[src/rtl/control_unit.sv]
// control_unit: Moore sequencer for the 8-bit accumulator CPU.
// Latency: NOP 4 cycles, MOV/JMP 5, ALU/LDA/STA 6; each mem_rdy-low cycle in a memory state adds one.
// Backpressure: memory strobes are held until mem_rdy; optional timeout (UL8_WAIT_TIMEOUT_EN) halts with fault.
//
// Ports:
//   clk, rst_n        : rising-edge clock, asynchronous active-low reset
//   ir[7:0]           : instruction register (opcode ir[7:5], operand ir[4:0])
//   mem_rdy           : memory completion for the current mem_rd / mem_wr
//   bus_sel[2:0]      : bus source (0 akku,1 pc,2 mem,3 operand,4 pc+1,5 ir,6 alu,7 zero)
//   *_load            : one-hot register load enables
//   alu_op[1:0]       : ir[1:0] in the ALU states, else 0
//   mem_rd, mem_wr    : memory strobes
//   halted, fault     : HALT state indicator, HALT-by-timeout indicator
//
// Macro UL8_WAIT_TIMEOUT_EN adds a wait counter; after MEM_TIMEOUT cycles without
// mem_rdy the unit halts and raises fault. Without it the unit waits forever.
module control_unit #(
    parameter int MEM_TIMEOUT = 16
) (
    input  logic       clk,
    input  logic       rst_n,
    input  logic [7:0] ir,
    input  logic       mem_rdy,
    output logic [2:0] bus_sel,
    output logic       akku_load,
    output logic       pc_load,
    output logic       x_load,
    output logic       y_load,
    output logic       ar_load,
    output logic       ir_load,
    output logic [1:0] alu_op,
    output logic       mem_rd,
    output logic       mem_wr,
    output logic       halted,
    output logic       fault
);

    typedef enum logic [3:0] {
        F_AR, F_RD, F_INC, DEC, E_AR, E_LD, E_ST,
        E_MOV, E_ALU0, E_ALU1, E_JMP, HALT
    } state_t;

    localparam logic [2:0] OP_NOP  = 3'b000;
    localparam logic [2:0] OP_LDA  = 3'b001;
    localparam logic [2:0] OP_STA  = 3'b010;
    localparam logic [2:0] OP_MOVX = 3'b011;
    localparam logic [2:0] OP_MOVY = 3'b100;
    localparam logic [2:0] OP_ALU  = 3'b101;
    localparam logic [2:0] OP_JMP  = 3'b110;

    state_t     r_state;
    logic [2:0] w_opcode;
    logic       w_in_wait;
    logic       w_timeout;
    logic       w_unused_ir;

    assign w_opcode    = ir[7:5];
    // Operand bits only reach the datapath via bus_sel=3, never the sequencer.
    assign w_unused_ir = ^ir[4:2];
    assign w_in_wait   = (r_state == F_RD) || (r_state == E_LD) || (r_state == E_ST);

`ifdef UL8_WAIT_TIMEOUT_EN
    localparam logic [7:0] TO_LAST = 8'(MEM_TIMEOUT - 1);

    logic [7:0] r_wait;
    logic       r_fault;

    // r_wait holds the number of already-elapsed cycles of the current memory
    // access; it rests at 0 outside memory states, so entry starts from 0.
    // mem_rdy in the expiry cycle takes priority over the timeout.
    assign w_timeout = w_in_wait && !mem_rdy && (r_wait == TO_LAST);

    always_ff @(posedge clk or negedge rst_n) begin
        if (!rst_n) begin
            r_wait  <= 8'd0;
            r_fault <= 1'b0;
        end else begin
            if (!w_in_wait || mem_rdy) begin
                r_wait <= 8'd0;
            end else begin
                r_wait <= r_wait + 8'd1;
            end
            if (w_timeout) begin
                r_fault <= 1'b1;
            end
        end
    end

    assign fault = r_fault;
`else
    logic w_unused_timeout;

    assign w_unused_timeout = (MEM_TIMEOUT > 0);
    assign w_timeout        = 1'b0;
    assign fault            = 1'b0;
`endif

    // Next-state sequencing.
    always_ff @(posedge clk or negedge rst_n) begin
        if (!rst_n) begin
            r_state <= F_AR;
        end else begin
            case (r_state)
                F_AR:  r_state <= F_RD;
                F_RD: begin
                    if (mem_rdy) begin
                        r_state <= F_INC;
                    end else if (w_timeout) begin
                        r_state <= HALT;
                    end
                end
                F_INC: r_state <= DEC;
                DEC: begin
                    case (w_opcode)
                        OP_NOP:           r_state <= F_AR;
                        OP_LDA, OP_STA:   r_state <= E_AR;
                        OP_MOVX, OP_MOVY: r_state <= E_MOV;
                        OP_ALU:           r_state <= E_ALU0;
                        OP_JMP:           r_state <= E_JMP;
                        default:          r_state <= HALT;
                    endcase
                end
                E_AR:  r_state <= (w_opcode == OP_LDA) ? E_LD : E_ST;
                E_LD, E_ST: begin
                    if (mem_rdy) begin
                        r_state <= F_AR;
                    end else if (w_timeout) begin
                        r_state <= HALT;
                    end
                end
                E_MOV:  r_state <= F_AR;
                E_ALU0: r_state <= E_ALU1;
                E_ALU1: r_state <= F_AR;
                E_JMP:  r_state <= F_AR;
                HALT:   r_state <= HALT;
                default: r_state <= F_AR;
            endcase
        end
    end

    // Output decode from state and ir. The loads that complete a memory read
    // additionally qualify on mem_rdy so the register samples valid data.
    // Everything is forced idle while rst_n is low, even though the state
    // register already sits in F_AR, so the first edge after release loads AR.
    always_comb begin
        bus_sel   = 3'd0;
        akku_load = 1'b0;
        pc_load   = 1'b0;
        x_load    = 1'b0;
        y_load    = 1'b0;
        ar_load   = 1'b0;
        ir_load   = 1'b0;
        alu_op    = 2'd0;
        mem_rd    = 1'b0;
        mem_wr    = 1'b0;
        halted    = 1'b0;
        if (rst_n) begin
            case (r_state)
                F_AR: begin
                    bus_sel = 3'd1;
                    ar_load = 1'b1;
                end
                F_RD: begin
                    bus_sel = 3'd2;
                    mem_rd  = 1'b1;
                    ir_load = mem_rdy;
                end
                F_INC: begin
                    bus_sel = 3'd4;
                    pc_load = 1'b1;
                end
                E_AR: begin
                    bus_sel = 3'd3;
                    ar_load = 1'b1;
                end
                E_LD: begin
                    bus_sel   = 3'd2;
                    mem_rd    = 1'b1;
                    akku_load = mem_rdy;
                end
                E_ST: begin
                    bus_sel = 3'd0;
                    mem_wr  = 1'b1;
                end
                E_MOV: begin
                    bus_sel = 3'd0;
                    x_load  = (w_opcode == OP_MOVX);
                    y_load  = (w_opcode != OP_MOVX);
                end
                E_ALU0: begin
                    // Registered ALU needs one cycle before its result is valid.
                    alu_op = ir[1:0];
                end
                E_ALU1: begin
                    alu_op    = ir[1:0];
                    bus_sel   = 3'd6;
                    akku_load = 1'b1;
                end
                E_JMP: begin
                    bus_sel = 3'd3;
                    pc_load = 1'b1;
                end
                HALT: begin
                    halted = 1'b1;
                end
                default: begin
                    bus_sel = 3'd0;
                end
            endcase
        end
    end

endmodule

[config.mk]
export PLATFORM = sky130hd
export DESIGN_NAME = control_unit
export DESIGN_NICKNAME = d
export VERILOG_FILES = /design/src/rtl/control_unit.sv
export SDC_FILE = /design/constraint.sdc
export NUM_CORES = 1
export LEC_CHECK = 0
export BUFFER_PORTS_ARGS = -buffer_cell sky130_fd_sc_hd__buf_2
export CORE_MARGIN = 2
export CORE_UTILIZATION = 35
export DETAILED_ROUTE_END_ITERATION = 8
export SYNTH_ARGS = -nofsm -noshare
export SYNTH_HDL_FRONTEND = slang
export SYNTH_SLANG_ARGS = --single-unit
[constraint.sdc]
create_clock -name clk -period 3.9 [get_ports clk]
set_clock_uncertainty 0.05 [all_clocks]
set_input_delay 0.78 -clock clk [delete_from_list [all_inputs] [get_ports clk]]
set_output_delay 0.78 -clock clk [all_outputs]
set_load 0.05 [all_outputs]
==> results.sh <==
export IMPL_tightestPinTransition_ns=0.595
export IMPL_track_usage_pct=15.5
export IMPL_max_stage_delay_ns=0.71
export IMPL_syn_area_um2=547
export IMPL_endpoint_kind="output port"
export IMPL_synth_fa_ha_area_share_pct=0
export IMPL_fp_dieH_um=43.5
export IMPL_place_gp_congestion=0.718
export IMPL_hold_viol_final=0
export IMPL_reg2regPathDepth=3
export IMPL_core_area_um2=1490
export IMPL_clockRootBuffer="clkbuf_4"
export IMPL_yosys_area_share_xor_xnor_pct=0
export IMPL_num_rows=14
export IMPL_area_growth_pct=20.4
export IMPL_crit_type="flip-flop to output port"
export IMPL_drt_wl_total_mm=1.30
export IMPL_synth_compound_area_share_pct=23.6
export IMPL_cts_hold_buffers=0
export IMPL_muxShareOfSynthArea_pct=2.06
export IMPL_power_mw=0.481
export IMPL_dr_pass1_iters=3
export IMPL_ys_seq_elements=4
export IMPL_multi_input_comb_area_um2=399
export IMPL_required_ns=3.07
export IMPL_synthCells=83
export IMPL_synth_edf_count=0
export IMPL_diodes=0
export IMPL_post_cts_resized=0
export IMPL_tns_ns=0
export IMPL_fin_crit_sh_pct=68.0
export IMPL_fillers=156
export IMPL_register_area_um2=100
export IMPL_drc=0
export IMPL_grt_setup_unrepaired="no"
export IMPL_regMostFlops="r_state"
export IMPL_synth_top_family_by_area="simple AND/OR/NAND/NOR gates"
export IMPL_antenna_found_initial=0
export IMPL_p_per_area_nw_per_um2=731
export IMPL_grt_max_degree=20
export IMPL_drv_cap=0
export IMPL_ant_nets=0
export IMPL_synth_most_common_cell="nor2_1"
export IMPL_synth_area_leaders="dfrtp_1 (18%), nand2b_1 (11%), nor2_1 (9.6%), a21oi_1 (9.2%), nor3_1 (5.5%)"
export IMPL_yosysSeqAreaShare_pct=18.3
export IMPL_htree_levels=1
export IMPL_synth_distinct_cells=31
export IMPL_cts_tree="built"
export IMPL_synth_common_cells="nor2_1 (14), a21oi_1 (10), nand2b_1 (10), nor3_1 (6)"
export IMPL_crit_arrival_ns=1.82
export IMPL_max_slew_margin_pct=60.4
export IMPL_synth_area_leader_cell="dfrtp_1"
export IMPL_status="complete, no violations"
export IMPL_first_global_vias=531
export IMPL_biggestRegsByFlops="r_state (4)"
export IMPL_synth_top_cell_area_share_pct=18.3
export IMPL_ioPinCount=26
export IMPL_ys_warn_count=0
export IMPL_fin_ws_ns=1.25
export IMPL_start_util_pct=36.7
export IMPL_ys_flop_type="dfrtp_1"
export IMPL_clk_pin_slew_worst_paths_ns=0.04
export IMPL_first_iter_violations=6
export IMPL_critPathLaunchType="flip-flop"
export IMPL_grt_pass1_wl_mm=2.17
export IMPL_cts_buffers=3
export IMPL_clk_latency_ns=0.23
export IMPL_syn_nets=94
export IMPL_drive_gt1_share_pct=25.7
export IMPL_place_worst_setup_slack_ns=1.33
export IMPL_synth_simple_area_share_pct=46.7
export IMPL_vias=610
export IMPL_dp_hpwl_um=941
export IMPL_hold_path_class="input port to async pin"
export IMPL_dieArea_um2=1890
export IMPL_die_w_um=43.5
export IMPL_power_leakage_nw=0.311
export IMPL_path_cells="nand2b_1 -> mux2_2 -> nor2_1 -> buf_2"
export IMPL_finalCriticalPeriod_ns=2.65
export IMPL_crit_path_top_delay_cell="dfrtp_1"
export IMPL_overflow=0
export IMPL_routedWlPerCell_um=11.1
export IMPL_clk_path_buf_depth=2
export IMPL_fmax_mhz=377
export IMPL_avgSynthCellArea_um2=6.59
export IMPL_crit_fanout=19
export IMPL_largest_reg_flops=4
export IMPL_nNetsFinal=114
export IMPL_maxSlewViolCount=0
export IMPL_final_setup_viol_count=0
export IMPL_postSynth_asyncResetShare_pct=100
export IMPL_ir_drop_mv=0.393
export IMPL_portBuffers=21
export IMPL_cts_sinks=4
export IMPL_post_cts_buffers=0
export IMPL_routed_via_density=5.21
[worst paths after layout]
kind | start | to | slack, ns
max | r_state[1]$_DFFE_PN0P_ | bus_sel[2] | 1.25
min | rst_n | r_state[2]$_DFFE_PN0P_ | 0.35
max reg2reg | r_state[1]$_DFFE_PN0P_ | r_state[2]$_DFFE_PN0P_ | 2.23
min reg2reg | r_state[2]$_DFFE_PN0P_ | r_state[3]$_DFFE_PN0P_ | 0.70
max in group asynchronous | rst_n | r_state[3]$_DFFE_PN0P_ | 3.27
min in group clk | r_state[2]$_DFFE_PN0P_ | r_state[3]$_DFFE_PN0P_ | 0.70
[critical path, delay by kind of cell, from the launching register on]
family                 cells  cell delay [ns]
DFF                        1             0.71
muxes                      1             0.31
and+or+nand+nor            2             0.31
buffers and inverters      1             0.26
[cell type report]
class | count | share of cell area, %
Clock buffer | 3 | 3.42
Tap cell | 16 | 3.04
Sequential cell | 4 | 15.2
Multi-Input combinational cell | 70 | 60.6
Inverter | 3 | 1.71
Timing Repair Buffer | 21 | 16.0
[power by group]
part	switching, mW	total [mW]	leakage (nW)	internal, mW
Clock	0.0158	0.0502	0.0138	0.0343
Combinational	0.188	0.297	0.246	0.109
Sequential	0.0757	0.134	0.0505	0.0580
[routing by layer]
layer	GRT usage, %	wire length (um)	up-vias
met2	25.1	667	9
met4	9.09	0	0
li1	-	-	325
met3	4.17	35	0
met1	18.2	599	276
met5	0	0	-
[logic make-up (layout without fill, tap and decap cells)]
logic type / count (synthesis) / after routing
compound gates: 21 / 21
buf+inv: 9 / 27
flops: 4 / 4
mux: 1 / 1
other cells: 1 / 1
simple gates: 47 / 47
[placed cells by master (no fill, tap or decap)]
master,count
inv_1,3
nand4_1,1
nor3b_1,4
nand2b_1,10
nand2_1,3
or3_1,1
a21oi_1,10
conb_1,1
nor2b_1,3
o311ai_0,1
nor3_1,6
a211oi_1,1
o21ai_0,2
nor4_1,1
a21boi_0,2
o21a_1,1
clkbuf_4,3
nand3b_1,1
o21bai_1,1
or4_1,1
nor2_1,14
dfrtp_1,4
o21ai_1,1
o22a_1,1
o31a_1,1
nand3_1,1
nand2_4,1
mux2_2,1
buf_2,21
[through the flow]
stage	area (um^2)	hold slack (ns)	utilization (%)	cells
floorplan	547	0.434	-	83
global placement	636	0.590	42.7	114
detailed placement	636	0.594	42.7	114
CTS	658	0.342	44.2	117
global route	658	0.345	44.2	117
finish	658	0.348	44.2	117
Power figures use the tool's default switching activity.
